`config.mk`:
```
export PLATFORM = sky130hd
export DESIGN_NAME = pc_unit
export DESIGN_NICKNAME = d
export VERILOG_FILES = /design/src/rtl/pc_unit_pkg.sv /design/src/rtl/pc_unit_sel.sv /design/src/rtl/pc_unit.sv
export SDC_FILE = /design/constraint.sdc
export NUM_CORES = 1
export LEC_CHECK = 0
export BUFFER_PORTS_ARGS = -buffer_cell sky130_fd_sc_hd__buf_2
export CAP_MARGIN = 20
export CORE_ASPECT_RATIO = 1.4
export CORE_MARGIN = 1.5
export CORE_UTILIZATION = 35
export DETAILED_ROUTE_END_ITERATION = 6
export HOLD_SLACK_MARGIN = 0.12
export PLACE_DENSITY_LB_ADDON = 0.25
export SYNTH_ARGS = -nofsm -noshare
export SYNTH_HDL_FRONTEND = slang
export SYNTH_SLANG_ARGS = --single-unit
```
`constraint.sdc`:
```
create_clock -name clk -period 2.8 [get_ports clk]
set_input_delay 0.42 -clock clk [delete_from_list [all_inputs] [get_ports clk]]
set_output_delay 0.42 -clock clk [all_outputs]
set_load 0.01 [all_outputs]
```
`src/rtl/pc_unit_pkg.sv`:
```
// Shared types and constants for the program-counter stage.
// State encodings and the sequential PC increment.
package pc_unit_pkg;

  typedef enum logic [1:0] {
    ST_BOOT = 2'd0,
    ST_RUN  = 2'd1,
    ST_TRAP = 2'd2
  } pc_state_t;

  localparam logic [31:0] PC_STEP = 32'd4;

  typedef struct packed {
    logic [31:0] target;
    logic        redirect;
    logic        misaligned;
  } next_pc_t;

  function automatic logic is_misaligned(
    input logic [31:0] addr
  );
    return addr[1:0] != 2'b00;
  endfunction

endpackage

```
`src/rtl/pc_unit_sel.sv`:
```
// Next-PC target selection with fixed priority.
// Flags misaligned targets produced by taken redirects.
module next_pc_sel
  import pc_unit_pkg::*;
(
  input  logic [31:0] pc,
  input  logic [31:0] pc_plus4,
  input  logic        branch,
  input  logic        branch_taken,
  input  logic        jal,
  input  logic        jalr,
  input  logic [31:0] imm,
  input  logic [31:0] rs1,
  output logic [31:0] target,
  output logic        misaligned
);

  next_pc_t sel;
  logic [31:0] jalr_sum;
  logic [31:0] rel_sum;

  assign jalr_sum = rs1 + imm;
  assign rel_sum  = pc + imm;

  always_comb begin
    sel = '{target: pc_plus4, redirect: 1'b0, misaligned: 1'b0};
    priority case (1'b1)
      jalr: begin
        sel.target   = jalr_sum & ~32'h1;
        sel.redirect = 1'b1;
      end
      jal: begin
        sel.target   = rel_sum;
        sel.redirect = 1'b1;
      end
      (branch && branch_taken): begin
        sel.target   = rel_sum;
        sel.redirect = 1'b1;
      end
      default: begin
        sel.target   = pc_plus4;
        sel.redirect = 1'b0;
      end
    endcase
    sel.misaligned = sel.redirect && is_misaligned(sel.target);
  end

  assign target     = sel.target;
  assign misaligned = sel.misaligned;

endmodule

```
`src/rtl/pc_unit.sv`:
```
// PC register, BOOT/RUN/TRAP sequencing, trap capture and
// retired-instruction counter feeding instruction fetch.
module pc_unit
  import pc_unit_pkg::*;
#(
  parameter logic [31:0] RESET_PC = 32'h0000_0000,
  parameter logic [31:0] TRAP_VEC = 32'h0000_0100
) (
  input  logic        clk,
  input  logic        rst_n,
  input  logic        stall,
  input  logic        branch,
  input  logic        BranchTaken,
  input  logic        jal,
  input  logic        jalr,
  input  logic [31:0] imm,
  input  logic [31:0] rs1,
  output logic [31:0] pc,
  output logic [31:0] pc_plus4,
  output logic        fetch_valid,
  output logic        trap_valid,
  input  logic        trap_ack,
  output logic [31:0] epc,
  output logic [31:0] bad_addr,
  output logic [31:0] instret
);

  if (RESET_PC[1:0] != 2'b00) begin : g_bad_reset_pc
    $error("pc_unit: RESET_PC must be 4-byte aligned");
  end
  if (TRAP_VEC[1:0] != 2'b00) begin : g_bad_trap_vec
    $error("pc_unit: TRAP_VEC must be 4-byte aligned");
  end

  pc_state_t   state_q, state_d;
  logic [31:0] pc_q, pc_d;
  logic [31:0] epc_q, epc_d;
  logic [31:0] bad_addr_q, bad_addr_d;
  logic [31:0] instret_q, instret_d;
  logic        fetch_valid_q, fetch_valid_d;
  logic        trap_valid_q, trap_valid_d;

  logic [31:0] target;
  logic        misaligned;

  assign pc_plus4 = pc_q + PC_STEP;

  next_pc_sel u_sel (
    .pc           (pc_q),
    .pc_plus4     (pc_plus4),
    .branch       (branch),
    .branch_taken (BranchTaken),
    .jal          (jal),
    .jalr         (jalr),
    .imm          (imm),
    .rs1          (rs1),
    .target       (target),
    .misaligned   (misaligned)
  );

  always_comb begin
    state_d    = state_q;
    pc_d       = pc_q;
    epc_d      = epc_q;
    bad_addr_d = bad_addr_q;
    instret_d  = instret_q;
    unique case (state_q)
      ST_BOOT: state_d = ST_RUN;
      ST_RUN: begin
        if (!stall) begin
          if (misaligned) begin
            epc_d      = pc_q;
            bad_addr_d = target;
            pc_d       = TRAP_VEC;
            state_d    = ST_TRAP;
          end else begin
            pc_d      = target;
            instret_d = instret_q + 32'd1;
          end
        end
      end
      ST_TRAP: begin
        if (trap_ack) state_d = ST_RUN;
      end
      default: state_d = ST_BOOT;
    endcase
    // Valid flags are registered copies of the next state.
    fetch_valid_d = (state_d == ST_RUN);
    trap_valid_d  = (state_d == ST_TRAP);
  end

  always_ff @(posedge clk or negedge rst_n) begin
    if (!rst_n) begin
      state_q       <= ST_BOOT;
      pc_q          <= RESET_PC;
      epc_q         <= 32'd0;
      bad_addr_q    <= 32'd0;
      instret_q     <= 32'd0;
      fetch_valid_q <= 1'b0;
      trap_valid_q  <= 1'b0;
    end else begin
      state_q       <= state_d;
      pc_q          <= pc_d;
      epc_q         <= epc_d;
      bad_addr_q    <= bad_addr_d;
      instret_q     <= instret_d;
      fetch_valid_q <= fetch_valid_d;
      trap_valid_q  <= trap_valid_d;
    end
  end

  assign pc          = pc_q;
  assign epc         = epc_q;
  assign bad_addr    = bad_addr_q;
  assign instret     = instret_q;
  assign fetch_valid = fetch_valid_q;
  assign trap_valid  = trap_valid_q;

endmodule

```
Word-level counts from Yosys, hierarchy flattened
Cells that the tools add are included.
{ "word_totals": {"elab_cells": 32, "ff_bits": 132, "out_inout_bits": 162} }
{ "op_classes": {"bitwise_logic": 2, "mux": 8, "eq_ne": 4, "addsub": 4, "n_reduce_logical": 7} }
{ "op_table": {"columns": ["cell", "count"], "rows": [
  ["33-bit 2-to-1 mux", 3],
  ["32-bit adder", 2],
  ["32-bit by 1-bit adder with 32-bit output (second input constant)", 1],
  ["32-bit by 3-bit adder with 32-bit output (second input constant)", 1],
  ["32-bit 2-to-1 mux", 1],
  ["2-bit 2-to-1 mux", 3],
  ["2-bit case mux with 3 select lines", 1],
  ["3-bit AND reduction", 2],
  ["2-bit by 1-bit equality test with 1-bit output (second input constant)", 2],
  ["2-bit equality test (second input constant)", 2],
  ["1-bit logical AND", 2],
  ["2-bit logical NOT", 1],
  ["1-bit NOT", 2],
  ["2-bit AND reduction", 1],
  ["2-bit nonzero test", 1]
]} }

Depth between registers and ports, before layout
Gate-level depths: netlist of run 1.
{ "depth": {"word_depth": 10, "ltp_mapped": 12, "mapped_depth_nobuf": 11} }

Modules after synthesis
Synthesis of run 1 repeated with hierarchy kept, for this count alone.
{ "hier_totals": {"cells_unflattened": 1072, "area_unflattened_um2": 9846.9} }
{ "by_module_without_submodules": {"columns": ["mod", "seq_area_each_um2", "n_inst", "cells_each", "area_per_inst_um2"], "rows": [
  ["pc_unit", 3303.2, 1, 501, 5853.1],
  ["next_pc_sel", 0.0, 1, 571, 3993.8]
]} }

Worst setup path after synthesis of run 1
OpenSTA, ideal clock, no wires.
{ "synth_timing": {"kind": "register to register", "startpoint": "register pc_q[0], in the netlist pc[0]", "endpoint": "register bad_addr_q[16], in the netlist bad_addr[16]", "slack_ns": 0.093, "path_buffers": 0, "path_stages_with_launch": 12, "t_arrival_ns": 2.582, "cell_sequence": "dfrtp_1 > ha_1 > inv_1 > fa_1 > nand2b_1 > a211oi_1 > o21ai_2 > nand2_1 > xnor2_1 > a21oi_1 > mux2_2 > mux2_2"} }
{ "synth_via": {"elab_chain_len": 7, "word_cells_on_any_way": 8, "cone_classes": "2 x add/sub; 3 x mux; 3 x reduce/logical"} }
{ "synth_rtl": {"columns": ["item", "line_no", "rtl"], "rows": [
  ["from (decl)", "pc_unit.sv:36", "logic [31:0] pc_q, pc_d;"],
  ["from (signal assigned)", "pc_unit.sv:103", "pc_q <= pc_d;"],
  ["32-bit by 3-bit adder with 32-bit output or 32-bit adder (tied branches)", "pc_unit.sv:46, pc_unit_sel.sv:23", null],
  ["33-bit 2-to-1 mux", "pc_unit_sel.sv:27", "priority case (1'b1)"],
  ["33-bit 2-to-1 mux (*) (2 in series)", "pc_unit_sel.sv:27", null],
  ["2-bit nonzero test", "pc_unit_pkg.sv:22", "return addr[1:0] != 2'b00;"],
  ["1-bit logical AND", "pc_unit_sel.sv:45", "sel.misaligned = sel.redirect && is_misaligned(sel.target);"],
  ["3-bit AND reduction (no line)", null, null],
  ["to (signal assigned)", "pc_unit.sv:105", "bad_addr_q <= bad_addr_d;"],
  ["to (decl)", "pc_unit.sv:38", "logic [31:0] bad_addr_q, bad_addr_d;"]
]} }
Mark *: on every way between the ends. The rest lies on a longest branch, timed or not.
A chain may end at the register's enable or synchronous reset.

Final worst setup path of run 1
{ "layout_timing": {"startpoint": "register pc_q[3], in the netlist pc[3]", "endpoint": "output pc_plus4[19]"} }
{ "layout_via": {"elab_chain_len": 1} }
{ "layout_rtl": {"columns": ["item", "line_no", "rtl"], "rows": [
  ["32-bit by 3-bit adder with 32-bit output", "pc_unit.sv:46", "assign pc_plus4 = pc_q + PC_STEP;"],
  ["to (decl)", "pc_unit.sv:19", "output logic [31:0] pc_plus4,"]
]} }
No other way between the ends.

==> qor.yml, run 1 <==
floorplanning:
  core_sq_mm: 0.0276
  io_pins: 234
  die_x_um: 144
  die-area_sq_mm: 0.0290
  num_rows: 72
  die_height_um: 201
  start_util_pct: 35.5
clock_tree:
  clk_pin_slew_ps: 70
  cts.sinks: 132
  cts_buffer_depth: 2
  cts_buffers: 17
  cts_tree: "yes"
  cts_root_buf: "clkbuf_16"
  h-tree-depth: 4
  clock_latency_ps: 430
synth:
  synthMuxAreaShare_pct: 1.56
  synth_top_family_by_area: "compound AO/OA/AOI/OAI gates"
  synth-main-ff-cell: "dfrtp_1"
  synth_seq_area_share_pct: 33.7
  synth_xor_area_share_pct: 9.03
  synth_edf_count: 0
  synth_cells: 1173
  syn_nets: 1310
  yosys_warnings: 0
  synthSimpleGateAreaFrac_pct: 20.7
  syn_avg_cell_area_sq_um: 8.35
  ys_types: 79
  ys_async_sr_fraction_pct: 100
  synth_compound_area_share_pct: 22.9
  yosys.area_share.adder_pct: 8.46
  synth-seq-cells: 132
  synth_area_sq_mm: 0.00979
placement:
  port-buffer-count: 233
  dpl.cell_count: 1896
  hpwlAfterDp_um: 31300
  gp_congestion: 0.940
run_status:
  status: "finished clean"
hold_path:
  hp-class: "in -> reg"
finish:
  mostFrequentLayoutCell: "buf_2"
  fillers: 2814
  nets: 1703
  layout_common_cells: "buf_2, nand2_1, buf_4"
  stdcell_count: 1948
  drive_above_1_share_pct: 34.7
  antennaDiodeCount: 0
  area.growth.synth_to_final_pct: 39.8
worst_setup_path:
  endpoint_kind: "primary output"
  crit_required_ps: 2380
  start_kind: "register"
  crit_fanout: 4
  path_class: "reg -> out"
  crit_arrival_ps: 2370
power_and_ir_drop:
  leakage_uw: 0.00689
  ir_drop_mv: 0.571
  power_density_mw_per_mm2: 878
route:
  ant_nets: 0
  wl_per_cell_um: 20.3
  drc_errors: 0
  vias: 10700
  first_pass_iters: 5
  via_per_inst: 5.48
  wl_um: 39500
  drtIter0Drc: 663
sta:
  period_share_pct: 99.5
  timing.slew.headroom_pct: 55.9
  skew_ps: 11.2
  rsz0062_at_grt: "yes"
  final-setup-viol-count: 0
  period_minus_slack_ps: 2790
  hold_viol: 0
  worst_slew_pin_slew_ps: 661
  fmax_mhz: 359
  drv_slew: 0
  holdWs_ps: 298
global_routing:
  grt_max_degree: 56
  track_usage_pct: 27.5
  antenna_found_initial: 0
  grt_pass1_vias: 10700
  grt_pass1_wl_um: 60100
  grt_overflow: 0
run:
  cap_violations: 0
==> layer usage <==
metal / share of wire (%) / track usage, %
met5: 0 / 0
met4: 6.5 / 16.7
met3: 5.0 / 3.77
met2: 51 / 48.4
met1: 37 / 30.9
==> worst max-delay path: stages, from the launching register on <==
cell	delay [ps]
dfrtp_2	440
buf_4	140
and4_4	240
nand4_1	180
buf_4	200
nor3_2	180
xor2_1	350
buf_2	220
==> synth_stat cells, types with 4 or more instances <==
cell type	count	area, sq um
a211o_1	6	52.6
a211oi_1	14	105
a21boi_0	5	37.5
a21o_1	28	210
a21oi_1	86	430
a22o_1	11	96.3
a31oi_1	9	56.3
a41oi_1	4	35.0
and2_1	7	43.8
and3_1	13	81.3
and4_1	11	96.3
buf_1	4	15.0
buf_2	8	40.0
clkbuf_1	43	161
dfrtp_1	132	3300
ha_1	63	788
inv_1	27	101
mux2_2	10	113
mux2i_1	4	40.0
nand2_1	219	822
nand2b_1	10	62.6
nand3_1	39	195
nand4_1	30	188
nor2_1	59	221
nor2b_1	5	31.3
nor3_1	20	100
nor4_1	5	31.3
o211ai_1	13	97.6
o21a_1	12	90.1
o21ai_0	78	390
o21ai_1	9	45.0
o21bai_1	7	52.6
o31ai_1	13	97.6
or3_1	4	25.0
xnor2_1	72	631
xor2_1	29	254
==> final timing paths <==
kind                          start           end  slack (ps)  depth (start not counted)
max                           pc[3]  pc_plus4[19]          10                          7
min                        trap_ack    state_q[0]         300                          3
max reg2reg                  pc[10]  bad_addr[30]          60                         11
min reg2reg                 epc[25]       epc[25]         470                          2
max in group asynchronous     rst_n         pc[3]        1570                          3
min in group asynchronous     rst_n        pc[17]         490                          2
==> where the power goes <==
| group | total (uW) | internal (uW) | switching (uW) |
|---|---|---|---|
| clock network | 2220 | 1250 | 973 |
| registers | 3070 | 2530 | 548 |
| logic | 6720 | 2900 | 3830 |
| total | 12000 | 6670 | 5350 |
==> flip-flops by register name (all words and copies together), names as in the netlist <==
register / count
epc: 32
trap_valid: 1
pc: 32
instret: 32
state_q: 2
fetch_valid: 1
bad_addr: 32
==> layout make-up <==
cell class | instances | area (sq um) | share of cell area [%]
clock inverters | 14 | 145 | 1.06
well taps | 370 | 463 | 3.38
repair buffers | 433 | 2780 | 20.3
flip-flops and latches | 132 | 3310 | 24.2
multi-input cells | 955 | 6470 | 47.3
inverters | 27 | 101 | 0.740
clock buffers | 17 | 425 | 3.11
==> stage by stage <==
step	TNS, ps	util [%]	setup WS [ps]	total power (uW)	area, sq um
after floorplan	0	-	93.0	6310	9790
after global placement	-4450	45.8	-230	9340	12600
after detailed placement	-5990	45.8	-271	9370	12600
after CTS	-2.88	48.3	-2.88	11700	13300
after global routing	-221	49.7	-37.8	12800	13700
final	0	49.7	14.5	12000	13700
==> kinds of logic after synthesis <==
group                      count (synthesis)
buffers and inverters                     86
xor gates and xnor gates                 101
muxes                                     14
adders and majority gates                 65
and+or+nand+nor                          437
DFF                                      132
AOI/OAI and AO/OA                        338
==> what timing repair did <==
action / in CTS / in global routing
hold buffers: 1 / 0
gates resized for setup: 19 / 61
setup endpoints to repair: 19 / 42
buffers inserted: 3 / 17
pin swaps: 3 / 31
hold endpoints to repair: 38 / 0
Power figures use the tool's default switching activity.
==> run 2: changes to the inputs <==
--- a/config.mk
+++ b/config.mk
@@ -9,10 +9,10 @@
 export CAP_MARGIN = 20
 export CORE_ASPECT_RATIO = 1.4
 export CORE_MARGIN = 1.5
-export CORE_UTILIZATION = 35
+export CORE_UTILIZATION = 45
 export DETAILED_ROUTE_END_ITERATION = 6
-export HOLD_SLACK_MARGIN = 0.12
 export PLACE_DENSITY_LB_ADDON = 0.25
+export RECOVER_POWER = 25
 export SYNTH_ARGS = -nofsm -noshare
 export SYNTH_HDL_FRONTEND = slang
 export SYNTH_SLANG_ARGS = --single-unit
==> qor.yml, run 2 (synthesis gave the netlist of run 1 again) <==
worst_setup_path:
  slowest_delay_ps: 360  # -80 ps
  crit_path_cell_trace: "buf_6 > ha_4 > nand4_1 > buf_4 > nor4_4 > nor2b_4 > nand4_1 > xnor2_2 > buf_2"
  crit_fanout: 4  # unchanged
  crit_arrival_ps: 2400  # +30 ps
  crit_slowest_cell: "dfrtp_1"
  start_kind: "register"
  crit_required_ps: 2380  # about the same
  path_class: "reg -> out"
  endpoint_kind: "primary output"
  cpMostUsedCell: "nand4_1"
finish:
  drive_above_1_share_pct: 33.8  # -0.97 points
  area.growth.synth_to_final_pct: 37.5
  antennaDiodeCount: 0  # unchanged
  layout_common_cells: "buf_2, nand2_1, buf_4"
  final_core_util_pct: 63.3  # +14 points
  nets: 1691  # -0.70%
  stdcell_count: 1827  # -6.2%
  mostFrequentLayoutCell: "buf_2"
placement:
  dp_worst_setup_slack_ps: -326  # -54.8 ps
  port-buffer-count: 233  # unchanged
  gp_congestion: 0.989  # +5.2%
  dpl.cell_count: 1764  # -7.0%
  hpwlAfterDp_um: 30300  # -3.4%
route:
  ant_nets: 0  # unchanged
  wl_um: 38300  # -3.1%
  first_pass_iters: 7  # +2
  via_per_inst: 5.87  # +7.1%
  drc_errors: 10  # +10
  vias: 10700  # +0.49%
  wl_per_cell_um: 21.0  # +3.4%
  drtIter0Drc: 743  # +12%
sta:
  holdWs_ps: 277  # -21.3 ps
  timing.slew.headroom_pct: -24.8  # -81 points
  hold_viol: 0  # unchanged
  rsz0062_at_grt: "yes"
  drv_slew: 74  # +74
  period_share_pct: 101  # +1.1 points
  final-setup-viol-count: 1  # +1
  fin_ws_ps: -15.3  # -29.8 ps
  fmax_mhz: 355  # -1.1%
  worst_slew_pin_slew_ps: 1870  # +1210 ps
  skew_ps: 11.3  # +0.0918 ps
  period_minus_slack_ps: 2820  # +29.8 ps
power_and_ir_drop:
  power.internal_uw: 6810  # +2.1%
  p_seq_share_pct: 24.9  # -0.7 points
  p_clk_share_pct: 19.4  # +0.9 points
  p_sw_uw: 5460  # +2.1%
  leakage_uw: 0.00686  # -0.31%
  switching_share_pct: 44.5  # about the same
  combPwrFrac_pct: 55.8  # -0.2 points
  power_density_mw_per_mm2: 911  # +3.8%
  ir_drop_mv: 0.651  # +14%
global_routing:
  grt_pass1_vias: 10500  # -1.8%
  grt_max_degree: 74  # +32%
  grt_overflow: 0  # unchanged
  grt_pass1_wl_um: 57200  # -4.9%
  track_usage_pct: 33.5  # +6.0 points
  antenna_found_initial: 0  # unchanged
clock_tree:
  clock_latency_ps: 440  # about the same
  cts_tree: "yes"
  cts_buffers: 17  # unchanged
  holdBufCountCts: 0  # -1
  h-tree-depth: 4  # unchanged
  cts_buffer_depth: 2  # unchanged
  cts.sinks: 132  # unchanged
  cts_root_buf: "clkbuf_16"
  clk_pin_slew_ps: 70  # about the same
floorplanning:
  io_pins: 234  # unchanged
  start_util_pct: 46.0  # +10 points
  die-area_sq_mm: 0.0227  # -22%
  core_sq_mm: 0.0213  # -23%
  die_x_um: 128  # -12%
  num_rows: 63  # -13%
  die_height_um: 178  # -12%
run_status:
  status: "finished with violations"
  violations: "design-rule violations, max-capacitance violations, max-slew violations, negative setup slack"
hold_path:
  hp-class: "in -> reg"
run:
  cap_violations: 1  # +1
==> run 2: cell types whose count changed in the layout (fill, tap and decap cells not counted), sizes merged <==
cell / change
buf: -13
inv: +3
bufinv: +1
clkinvlp: -3
clkbuf: +2
dlygate4sd3: -1
==> run 2: repair_timing <==
| action | 4_1_cts | 5_1_grt |
|---|---|---|
| pin swaps | 7 | 25 |
| endpoints found under the setup margin | 18 | 58 |
| endpoints found under the hold margin | 0 | 0 |
| gates cloned | 0 | 0 |
| buffers inserted | 12 | 19 |
| resized for setup | 18 | 60 |
==> run 2: per-stage QoR <==
| step | TNS [ps] | power (uW) | area (sq um) |
|---|---|---|---|
| 4_1_cts | -2.29 | 11900 | 13100 |
| 3_5_place_dp | -5610 | 9310 | 12300 |
| 2_1_floorplan | 0 | 6310 | 9790 |
| 5_1_grt | -307 | 12900 | 13500 |
| 3_3_place_gp | -3550 | 9250 | 12300 |
| 6_report | -15.3 | 12300 | 13500 |
==> run 2: worst paths after layout <==
path,endpoint,slack (ps),cells past startpoint,start
hold reg to reg,epc[19],470,2,epc[19]
min in group asynchronous,epc[23],480,1,rst_n
setup / recovery,pc_plus4[24],-20,9,pc[3]
hold / removal,state_q[0],280,3,trap_ack
max in group asynchronous,pc[8],530,2,rst_n
setup reg to reg,bad_addr[18],90,11,pc[3]
==> run 2: power groups by stage <==
| stage | clock network (uW) | logic (uW) | registers (uW) |
|---|---|---|---|
| 6_report | 2380 | 6840 | 3050 |
| 5_1_grt | 2460 | 7360 | 3110 |
| 3_5_place_dp | 0 | 6220 | 3080 |
| 4_1_cts | 2390 | 6450 | 3040 |
| 2_1_floorplan | 0 | 3000 | 3320 |
| 3_3_place_gp | 0 | 6180 | 3070 |
==> run 2: cell type report <==
class                      instances  area, sq um
sequential                       132         3310
fill                            1898         7810
tap                              260          325
clock buffer                      17          425
inverter                          27          101
multi-input combinational        955         6450
timing repair buffer             421         2680
clock inverter                    15          188
==> run 2: critical path: cells and delay by family, from the launching register on <==
| family | cells | cell delay, ps |
|---|---|---|
| buffers and inverters | 3 | 500 |
| DFF | 1 | 360 |
| and+or+nand+nor | 4 | 750 |
| xor gates and xnor gates | 1 | 200 |
| adders and majority gates | 1 | 130 |
==> run 2: layer usage <==
metal | part of all wire, % | GRT usage, % | vias to the layer above
li1 | - | - | 5009
met1 | 35 | 33.7 | 5049
met2 | 50 | 60.0 | 501
met3 | 5.5 | 5.85 | 164
met4 | 9.2 | 27.7 | 0
met5 | 0 | 0 | -
